`src/rtl/serial_frame_receiver_pkg.sv`:
```
// Shared definitions for the 16-bit sensor/alarm serial link receiver:
// frame geometry, fixed-bit mask/value, flag bit positions, FSM states.
package serial_frame_receiver_pkg;

  localparam int          FRAME_W    = 16;
  localparam logic [15:0] FIXED_MASK = 16'hFC07;
  localparam logic [15:0] FIXED_VAL  = 16'hF803;

  // Flag positions inside the frame word
  localparam int BIT_HUMO  = 3;
  localparam int BIT_POS   = 4;
  localparam int BIT_TEMPG = 5;
  localparam int BIT_TEMPL = 6;
  localparam int BIT_FREC  = 7;
  localparam int BIT_ALL   = 8;
  localparam int BIT_ALG   = 9;
  localparam int FLAG_LSB  = BIT_HUMO;
  localparam int N_FLAGS   = BIT_ALG - BIT_HUMO + 1;

  typedef enum logic [1:0] {
    HUNT   = 2'd0,
    VERIFY = 2'd1,
    LOCKED = 2'd2
  } rx_state_t;

  // Packed so that the struct lines up with frame bits 9..3
  typedef struct packed {
    logic alg;
    logic all;
    logic frec;
    logic templ;
    logic tempg;
    logic pos;
    logic humo;
  } rx_flags_t;

  // True when the fixed header/trailer bits of a frame word are present
  function automatic logic frame_match(input logic [FRAME_W-1:0] w);
    return (w & FIXED_MASK) == FIXED_VAL;
  endfunction

endpackage

```
`src/rtl/serial_frame_receiver_if.sv`:
```
// Link-side bundle of the serial frame receiver: serial input plus the
// recovered flags and status pulses. master = link/monitor side,
// slave = receiver.
interface serial_frame_receiver_if;
  logic Dserie;
  logic humo;
  logic pos;
  logic tempG;
  logic tempL;
  logic frec;
  logic alL;
  logic alG;
  logic frame_valid;
  logic frame_err;
  logic locked;

  modport master (
    output Dserie,
    input  humo, pos, tempG, tempL, frec, alL, alG,
    input  frame_valid, frame_err, locked
  );

  modport slave (
    input  Dserie,
    output humo, pos, tempG, tempL, frec, alL, alG,
    output frame_valid, frame_err, locked
  );
endinterface

```
`src/rtl/frame_bit_counter.sv`:
```
// 4-bit frame bit position counter: async active-low reset, synchronous
// clear (wins over enable), wraps 15 -> 0.
module frame_bit_counter (
  input  logic       clk,
  input  logic       rst_n,
  input  logic       clr,
  input  logic       en,
  output logic [3:0] cnt
);

  // Count bit slots; clear realigns the count to a newly found frame start
  always_ff @(posedge clk or negedge rst_n) begin
    if (!rst_n)   cnt <= 4'd0;
    else if (clr) cnt <= 4'd0;
    else if (en)  cnt <= cnt + 4'd1;
  end

endmodule

```
`src/rtl/serial_frame_receiver.sv`:
```
// Serial frame receiver: finds 16-bit frame alignment from the fixed
// header/trailer bits, qualifies lock over LOCK_FRAMES frames, drops lock
// after UNLOCK_ERRS consecutive bad frames, and presents the seven status
// flags as registered outputs.
// Build option: define RX_INPUT_SYNC_EN to pass Dserie through a 2-flop
// synchronizer (adds 2 clk latency) when the link comes from another clock.
module serial_frame_receiver
  import serial_frame_receiver_pkg::*;
#(
  parameter int LOCK_FRAMES = 2,
  parameter int UNLOCK_ERRS = 2
) (
  input  logic                   clk,
  input  logic                   rst_n,
  serial_frame_receiver_if.slave bus
);

  localparam logic [3:0] LOCK_N   = 4'(LOCK_FRAMES);
  localparam logic [3:0] UNLOCK_N = 4'(UNLOCK_ERRS);

  logic                 din;
  // Window bit 0 leaves on the next shift, so only bits 15..1 are stored
  logic [FRAME_W-1:1]   sr;
  logic [FRAME_W-1:0]   win;
  logic [3:0]           fill_cnt;
  logic                 fill_done;
  logic                 match;
  logic [3:0]           bcnt;
  logic                 boundary;
  logic                 bcnt_clr;
  rx_state_t            state;
  logic [2:0]           good;
  logic [2:0]           errs;
  logic [3:0]           good_nxt;
  logic [3:0]           errs_nxt;
  rx_flags_t            flags;
  rx_flags_t            win_flags;
  logic                 frame_valid;
  logic                 frame_err;
  logic                 locked;

`ifdef RX_INPUT_SYNC_EN
  logic din_p0;
  logic din_p1;

  // Two-flop synchronizer for a link driven from a foreign clock
  always_ff @(posedge clk or negedge rst_n) begin
    if (!rst_n) begin
      din_p0 <= 1'b0;
      din_p1 <= 1'b0;
    end else begin
      din_p0 <= bus.Dserie;
      din_p1 <= din_p0;
    end
  end

  assign din = din_p1;
`else
  assign din = bus.Dserie;
`endif

  assign win       = {din, sr};
  assign fill_done = (fill_cnt == 4'd15);
  assign match     = fill_done && frame_match(win);
  assign boundary  = (bcnt == 4'd15);
  assign bcnt_clr  = (state == HUNT) && match;
  assign good_nxt  = {1'b0, good} + 4'd1;
  assign errs_nxt  = {1'b0, errs} + 4'd1;
  assign win_flags = rx_flags_t'(win[FLAG_LSB +: N_FLAGS]);

  // Shift in one bit per clk; fill count blocks matches on reset zeros
  always_ff @(posedge clk or negedge rst_n) begin
    if (!rst_n) begin
      sr       <= '0;
      fill_cnt <= 4'd0;
    end else begin
      sr <= win[FRAME_W-1:1];
      if (!fill_done) fill_cnt <= fill_cnt + 4'd1;
    end
  end

  frame_bit_counter u_bcnt (
    .clk   (clk),
    .rst_n (rst_n),
    .clr   (bcnt_clr),
    .en    (1'b1),
    .cnt   (bcnt)
  );

  // Alignment FSM with registered flags and status pulses
  always_ff @(posedge clk or negedge rst_n) begin
    if (!rst_n) begin
      state       <= HUNT;
      good        <= 3'd0;
      errs        <= 3'd0;
      flags       <= '0;
      frame_valid <= 1'b0;
      frame_err   <= 1'b0;
      locked      <= 1'b0;
    end else begin
      frame_valid <= 1'b0;
      frame_err   <= 1'b0;
      unique case (state)
        HUNT: begin
          if (match) begin
            if (LOCK_FRAMES <= 1) begin
              state       <= LOCKED;
              locked      <= 1'b1;
              flags       <= win_flags;
              frame_valid <= 1'b1;
              errs        <= 3'd0;
            end else begin
              state <= VERIFY;
              good  <= 3'd1;
            end
          end
        end
        VERIFY: begin
          if (boundary) begin
            if (match) begin
              if (good_nxt == LOCK_N) begin
                state       <= LOCKED;
                locked      <= 1'b1;
                flags       <= win_flags;
                frame_valid <= 1'b1;
                errs        <= 3'd0;
              end else begin
                good <= good_nxt[2:0];
              end
            end else begin
              state <= HUNT;
            end
          end
        end
        LOCKED: begin
          if (boundary) begin
            if (match) begin
              flags       <= win_flags;
              frame_valid <= 1'b1;
              errs        <= 3'd0;
            end else begin
              frame_err <= 1'b1;
              if (errs_nxt >= UNLOCK_N) begin
                state  <= HUNT;
                locked <= 1'b0;
                errs   <= 3'd0;
              end else begin
                errs <= errs_nxt[2:0];
              end
            end
          end
        end
        default: begin
          state  <= HUNT;
          locked <= 1'b0;
        end
      endcase
    end
  end

  assign bus.humo        = flags.humo;
  assign bus.pos         = flags.pos;
  assign bus.tempG       = flags.tempg;
  assign bus.tempL       = flags.templ;
  assign bus.frec        = flags.frec;
  assign bus.alL         = flags.all;
  assign bus.alG         = flags.alg;
  assign bus.frame_valid = frame_valid;
  assign bus.frame_err   = frame_err;
  assign bus.locked      = locked;

endmodule

```
`src/flat_wrapper.sv`:
```
// flat-port wrapper written by rule: the top's interface ports become plain ports
module serial_frame_receiver_flat import serial_frame_receiver_pkg::*;
#(
  parameter int LOCK_FRAMES = 2,
  parameter int UNLOCK_ERRS = 2
)
  (clk, rst_n, bus_Dserie, bus_humo, bus_pos, bus_tempG, bus_tempL, bus_frec, bus_alL, bus_alG, bus_frame_valid, bus_frame_err, bus_locked);
  serial_frame_receiver_if bus_i ();
  input  logic clk;
  input  logic rst_n;
  input wire logic [$bits(bus_i.Dserie)-1:0] bus_Dserie;
  output wire logic [$bits(bus_i.humo)-1:0] bus_humo;
  output wire logic [$bits(bus_i.pos)-1:0] bus_pos;
  output wire logic [$bits(bus_i.tempG)-1:0] bus_tempG;
  output wire logic [$bits(bus_i.tempL)-1:0] bus_tempL;
  output wire logic [$bits(bus_i.frec)-1:0] bus_frec;
  output wire logic [$bits(bus_i.alL)-1:0] bus_alL;
  output wire logic [$bits(bus_i.alG)-1:0] bus_alG;
  output wire logic [$bits(bus_i.frame_valid)-1:0] bus_frame_valid;
  output wire logic [$bits(bus_i.frame_err)-1:0] bus_frame_err;
  output wire logic [$bits(bus_i.locked)-1:0] bus_locked;
  assign bus_i.Dserie = bus_Dserie;
  assign bus_humo = bus_i.humo;
  assign bus_pos = bus_i.pos;
  assign bus_tempG = bus_i.tempG;
  assign bus_tempL = bus_i.tempL;
  assign bus_frec = bus_i.frec;
  assign bus_alL = bus_i.alL;
  assign bus_alG = bus_i.alG;
  assign bus_frame_valid = bus_i.frame_valid;
  assign bus_frame_err = bus_i.frame_err;
  assign bus_locked = bus_i.locked;
  serial_frame_receiver #(.LOCK_FRAMES(LOCK_FRAMES), .UNLOCK_ERRS(UNLOCK_ERRS)) u_core (.clk(clk), .rst_n(rst_n), .bus(bus_i));
endmodule
```
`config.mk`:
```
export PLATFORM = sky130hd
export DESIGN_NAME = serial_frame_receiver_flat
export DESIGN_NICKNAME = d
export VERILOG_FILES = /design/src/rtl/serial_frame_receiver_pkg.sv /design/src/rtl/serial_frame_receiver_if.sv /design/src/rtl/frame_bit_counter.sv /design/src/rtl/serial_frame_receiver.sv /design/src/flat_wrapper.sv
export SDC_FILE = /design/constraint.sdc
export NUM_CORES = 1
export LEC_CHECK = 0
export ABC_AREA = 1
export CORE_ASPECT_RATIO = 2
export CORE_MARGIN = 2
export CORE_UTILIZATION = 40
export DETAILED_ROUTE_END_ITERATION = 8
export GPL_TIMING_DRIVEN = 1
export HOLD_SLACK_MARGIN = 0.15
export SLEW_MARGIN = 20
export SYNTH_ARGS = -nofsm -noshare
export SYNTH_HDL_FRONTEND = slang
export SYNTH_SLANG_ARGS = --single-unit
export TNS_END_PERCENT = 50
```
`constraint.sdc`:
```
create_clock -name clk -period 2.1 [get_ports clk]
set_input_delay 0.63 -clock clk [delete_from_list [all_inputs] [get_ports clk]]
set_output_delay 0.63 -clock clk [all_outputs]
set_load 0.01 [all_outputs]
```
==> impl_metrics.tcl, run 1 <==
set metrics [dict create \
    power_frac_comb_pct 32.0 \
    multiInputGateArea_um2 691.9 \
    utilization_pct 48.09 \
    cpMostUsedCell "nand2_1" \
    grt_usage_pct 14.45 \
    status "completed" \
    synth.yosys.seq_area_share_pct 55.78 \
    dpl-instance-area_um2 2021 \
    n_fill_cell 428 \
    grt_pass1_wl_mm 5.644 \
    cts_resized 0 \
    finalMaxSlewViolations 0 \
    power.switching_w 0.0007114 \
    grt_pass1_vias 1284 \
    layout.nets 234 \
    worst-r2r-cell-count 10 \
    die_area_um2 5190 \
    hold_depth 0 \
    rows 34 \
    drc 0 \
    r2r_start "u_core.fill_cnt[0]$_DFFE_PN0P_" \
    layout_common_cells "58 x nand2_1, 41 x dfrtp_1, 27 x inv_1, 23 x nand3_1, 17 x nor2_1" \
    yosysTopAreaCell "dfrtp_1" \
    syn2layout_area_growth_pct 14.56 \
    required_ps 2280 \
    arrival_ps 2030 \
    cp_slowest_stage_delay_ps 470 \
    start_util_pct 41.98 \
    final_common_cell "nand2_1" \
    min_path_type "register to register" \
    dpl.hpwl_mm 2.302 \
    yosysWarnings 0 \
    synth.area.top_cells "dfrtp_1 56%, nand2_1 12%, nand3_1 6.3%, ha_1 6.1%, inv_1 5.5%" \
    cts_setup_buffers 0 \
    drt_first_pass_iters 6 \
    vias 1307 \
    leakage_nw 1.093 \
    num_antenna_cells 0 \
    grt_remaining_overflow 0 \
    die_w_um 51.95 \
    min-delay-start "u_core.sr[13]$_DFF_PN0_" \
    die_height_um 99.90 \
    start_kind "primary input" \
    synth_cells 203 \
    fin_skew_ps 5.769 \
    tightest_slew_ps 502.7 \
    hold_violations 0 \
    max_slew_margin_pct 66.49 \
    synth_top_area_share_pct 55.78 \
    seqPwrFrac_pct 45.7 \
    power_density_nw_per_um2 1044 \
    ios 13 \
    ff2ff_setup_slack_ps 440 \
    tritoncts "built" \
    drive_gt1_share_pct 9.009 \
    cts_buffers 5 \
    setup_viol 0 \
    root_buffer "clkbuf_8" \
    synth_cell_types 24 \
    ys_ff_latch 41 \
    intPower_w 0.001488 \
    core_area_um2 4382 \
    critPathKind "primary input to register" \
    grt_max_degree 42 \
    clk_pin_slew_ps 70 \
    postRouteAntennaNets 0 \
    irDropWorstVdd_mv 0.6215 \
    period_needed_ps 1844 \
    place_congestion 0.7600 \
    cts.sinks 41 \
    hold_end "u_core.sr[12]$_DFF_PN0_" \
    fmax_mhz 542.2 \
    clock_latency_ps 280 \
    worst-path-max-fanout 8 \
    clockBufferDepth 2 \
    cap_violations 0 \
    vias_per_cell 4.736 \
    post-route-cell-area_um2 2107 \
    wl_mm 3.065 \
    tns_ps 0 \
    cpMaxStageDelayCell "clkdlybuf4s50_1" \
    hold_buffers 0 \
    avgRoutedWirePerCell_um 11.11 \
    antenna_found_initial 0 \
    rsz0062_at_grt "no" \
    synth_area_per_cell_um2 9.060 \
    synth_area_um2 1839 \
    fin_crit_sh_pct 87.83 \
    syn_nets 215 \
    path_cells "clkdlybuf4s50_1 -> nand2_1 -> inv_1 -> nand2_1 -> nor2_1 -> nand2_2 -> a21oi_4 -> nand2_4 -> nand2_1 -> nand2_1" \
    port_buffers 12 \
    cts.htree.levels 2 \
    drtIter0Drc 25 \
    seq_area_um2 1026 \
    power_frac_clock_pct 22.4 \
    cp-end-kind "register" \
    r2r-end "u_core.errs[0]$_DFFE_PN0P_" \
    swShare_pct 32.34 \
]
[stage by stage]
step	std cells	setup slack [ps]	power (W)	hold slack, ps
global placement	269	-25.34	0.001728	360.9
detailed placement	269	-66.48	0.001733	363.0
finish	276	255.7	0.002200	375.2
floorplan	203	562.4	0.001486	334.4
global route	276	25.73	0.002383	385.7
CTS	276	242.7	0.002244	379.5
[state kept, by name, indices dropped and copies added (netlist names), 2 cells and up]
signal	count
u_core.u_bcnt.cnt	4
u_core.good	3
u_core.fill_cnt	4
u_core.errs	3
u_core.state	2
u_core.sr	15
[how the worst max path moves through the flow]
stage | startpoint | end | slack [ps]
after floorplan | bus_Dserie | u_core.bus.alG$_DFFE_PN0P_ | 560
after CTS | u_core.bus.humo$_DFFE_PN0P_ | bus_humo | 240
after global placement | bus_Dserie | u_core.bus.pos$_DFFE_PN0P_ | -30
after detailed placement | bus_Dserie | u_core.bus.alG$_DFFE_PN0P_ | -70
final | bus_Dserie | u_core.bus.alG$_DFFE_PN0P_ | 260
after global routing | bus_Dserie | u_core.good[1]$_DFFE_PN0P_ | 30
[final cells by class]
cell class,instances,area share [%]
sequential,41,48.69
multi-input combinational,132,32.84
timing repair buffer,14,6.176
inverter,28,4.988
clock buffer,7,4.097
tap,54,3.207
[worst max-delay path, delay by kind of cell]
kind                   cells  cell delay, ps
AOI/OAI and AO/OA          1             260
and+or+nand+nor            7             610
buffers and inverters      2             530
[routing by layer]
layer / global-route usage [%] / wire length, µm / vias up / share of wire [%]
met2: 24.34 / 1626 / 17 / 53
li1: - / - / 669 / -
met4: 7.895 / 73 / 0 / 2.4
met3: 2.679 / 84 / 7 / 2.7
met1: 16.72 / 1280 / 614 / 42
met5: 0 / 0 / - / 0
[power groups by stage]
| stage | logic (W) | clock network (W) | registers, W |
|---|---|---|---|
| after floorplan | 0.000448 | 0 | 0.00104 |
| after global placement | 0.000705 | 0 | 0.00102 |
| after detailed placement | 0.000710 | 0 | 0.00102 |
| after CTS | 0.000716 | 0.000520 | 0.00101 |
| after global routing | 0.000801 | 0.000557 | 0.00102 |
| final | 0.000703 | 0.000492 | 0.00100 |
[logic make-up after synthesis]
logic type                 count (synthesis)  synth area share (%)
AOI/OAI and AO/OA                         12                 4.014
xor gates and xnor gates                   2                0.9526
adders and majority gates                  9                 6.123
buffers and inverters                     30                 6.598
DFF                                       41                 55.78
and+or+nand+nor                          109                 26.53
[Yosys cell counts]
master and instances:
inv_2 1, o21ai_0 6, nor3_1 1, a21oi_4 1, xor2_1 1, o21ai_1 2, nand3_1 23, nor2_2 1
ha_1 9, nand2_4 2, xnor2_1 1, a21oi_1 2, buf_6 1, a21boi_0 1, nor2_1 17, buf_2 1
nor2_4 1, nand2_2 2, nand3b_1 1, nand2_1 58, inv_1 27, or2_2 1, nand3_2 2, dfrtp_1 41
No activity file was read; power rests on OpenSTA's default activity.
==> inputs of run 2 (changes only) <==
--- a/config.mk
+++ b/config.mk
@@ -12,6 +12,7 @@
 export DETAILED_ROUTE_END_ITERATION = 8
 export GPL_TIMING_DRIVEN = 1
 export HOLD_SLACK_MARGIN = 0.15
+export RECOVER_POWER = 25
 export SLEW_MARGIN = 20
 export SYNTH_ARGS = -nofsm -noshare
 export SYNTH_HDL_FRONTEND = slang
==> impl_metrics.tcl, run 2 (synthesized netlist as in run 1, its figures left out) <==
set metrics [dict create \
    rows 34 \
    seq_area_um2 1026 \
    grt_remaining_overflow 0 \
    r2r_start "u_core.fill_cnt[0]$_DFFE_PN0P_" \
    layout.nets 234 \
    die_area_um2 5190 \
    start_kind "primary input" \
    min_path_type "register to register" \
    avgRoutedWirePerCell_um 11.10 \
    reg_top3 "u_core.sr: 15 flops, u_core.fill_cnt: 4 flops, u_core.u_bcnt.cnt: 4 flops" \
    critPathTopFamily "simple AND/OR/NAND/NOR gates" \
    grt_max_degree 42 \
    required_ps 2280 \
    hold_buffers 0 \
    vias_per_cell 4.728 \
    wl_mm 3.064 \
    tritoncts "built" \
    place_congestion 0.7600 \
    arrival_ps 2030 \
    vias 1305 \
    grt_usage_pct 14.45 \
    multiInputGateArea_um2 691.9 \
    fin_skew_ps 5.780 \
    hold_ws_ps 375.1 \
    critPathKind "primary input to register" \
    swShare_pct 32.37 \
    clk_pin_slew_ps 70 \
    clockBufferDepth 2 \
    fin_crit_sh_pct 87.77 \
    final_common_cell "nand2_1" \
    port_buffers 12 \
    cpMaxStageDelayCell "clkdlybuf4s50_1" \
    cts_setup_buffers 0 \
    largest_register "u_core.sr" \
    status "completed" \
    utilization_pct 48.03 \
    min-delay-start "u_core.sr[13]$_DFF_PN0_" \
    dp_worst_setup_slack_ps -66.48 \
    hold_end "u_core.sr[12]$_DFF_PN0_" \
    power_w 0.002200 \
    ff2ff_setup_slack_ps 440 \
    syn2layout_area_growth_pct 14.42 \
    irDropWorstVdd_mv 0.6211 \
    grt_pass1_vias 1284 \
    worst-r2r-cell-count 10 \
    core_area_um2 4382 \
    power_density_nw_per_um2 1045 \
    worst-path-max-fanout 8 \
    grt_pass1_wl_mm 5.644 \
    root_buffer "clkbuf_8" \
    drc 0 \
    cts_buffers 5 \
    die_w_um 51.95 \
    leakage_nw 1.092 \
    setup_ws_ps 256.8 \
    r2r-end "u_core.errs[0]$_DFFE_PN0P_" \
    power.switching_w 0.0007120 \
    ios 13 \
    layout_common_cells "58 x nand2_1, 41 x dfrtp_1, 27 x inv_1, 23 x nand3_1, 17 x nor2_1" \
    cp_slowest_stage_delay_ps 470 \
    postRouteAntennaNets 0 \
    power_frac_comb_pct 31.9 \
    max_slew_margin_pct 34.43 \
    cap_violations 0 \
    cts.sinks 41 \
    die_height_um 99.90 \
    num_antenna_cells 0 \
    tightest_slew_ps 983.6 \
    cp-end-kind "register" \
    drt_first_pass_iters 6 \
    seqPwrFrac_pct 45.7 \
    rsz0062_at_grt "no" \
    cts_resized 0 \
    n_fill_cell 429 \
    finalMaxSlewViolations 0 \
    drtIter0Drc 25 \
    period_needed_ps 1843 \
    cts.htree.levels 2 \
    crit_buf_inv 2 \
    hold_violations 0 \
    path_cells "clkdlybuf4s50_1 -> nand2_1 -> inv_1 -> nand2_1 -> nor2_1 -> nand2_2 -> a21oi_4 -> nand2_4 -> nand2_1 -> nand2_1" \
    antenna_found_initial 0 \
    largest_reg_flops 15 \
    hold_depth 0 \
    setup_viol 0 \
    fmax_mhz 542.5 \
    cpMostUsedCell "nand2_1" \
    start_util_pct 41.98 \
    drive_gt1_share_pct 9.009 \
    dpl.hpwl_mm 2.302 \
    power_frac_clock_pct 22.4 \
    clock_latency_ps 290 \
    tns_ps 0 \
    intPower_w 0.001488 \
]
[run 2: cell types whose count changed in the layout (fill, tap and decap cells not counted)]
cell,change
buf_4,-1
clkbuf_2,+1
[run 2: stage by stage]
| stage | instance area, µm² | instances |
|---|---|---|
| finish | 2105 | 276 |
| global route | 2105 | 276 |
| CTS | 2107 | 276 |
| detailed placement | 2021 | 269 |
| global placement | 2021 | 269 |
| floorplan | 1839 | 203 |
[run 2: layout make-up]
| type | instances | area share [%] |
|---|---|---|
| repair buffers | 14 | 6.064 |
| well taps | 54 | 3.210 |
| clock buffers | 7 | 4.102 |
| multi-input cells | 132 | 32.88 |
| flip-flops and latches | 41 | 48.75 |
| inverters | 28 | 4.994 |
[run 2: worst max-delay path by stage]
stage	start	depth (start not counted)	endpoint	slack [ps]
after floorplan	bus_Dserie	9	u_core.bus.alG$_DFFE_PN0P_	560
after global placement	bus_Dserie	10	u_core.bus.pos$_DFFE_PN0P_	-30
after detailed placement	bus_Dserie	10	u_core.bus.alG$_DFFE_PN0P_	-70
after CTS	u_core.bus.humo$_DFFE_PN0P_	1	bus_humo	240
after global routing	bus_Dserie	10	u_core.good[1]$_DFFE_PN0P_	30
final	bus_Dserie	10	u_core.bus.alG$_DFFE_PN0P_	260
[run 2: metal layers]
| metal | wire length (µm) | GRT usage, % | vias up |
|---|---|---|---|
| li1 | - | - | 669 |
| met1 | 1273 | 16.72 | 614 |
| met2 | 1620 | 24.34 | 16 |
| met3 | 90 | 2.679 | 6 |
| met4 | 80 | 7.895 | 0 |
| met5 | 0 | 0 | - |
[run 2: power groups by stage]
| stage | clock network, W | registers (W) | logic [W] |
|---|---|---|---|
| finish | 0.000493 | 0.00100 | 0.000702 |
| global route | 0.000557 | 0.00102 | 0.000800 |
| CTS | 0.000520 | 0.00101 | 0.000716 |
| detailed placement | 0 | 0.00102 | 0.000710 |
| global placement | 0 | 0.00102 | 0.000705 |
| floorplan | 0 | 0.00104 | 0.000448 |
[run 2: worst register-to-register path: cells and delay by family (launching register included)]
| kind | cells | cell delay, ps |
|---|---|---|
| buffers and inverters | 1 | 110 |
| AND/OR/NAND/NOR | 8 | 840 |
| adder cells (fa/ha/maj) | 1 | 220 |
| flip-flops | 1 | 380 |
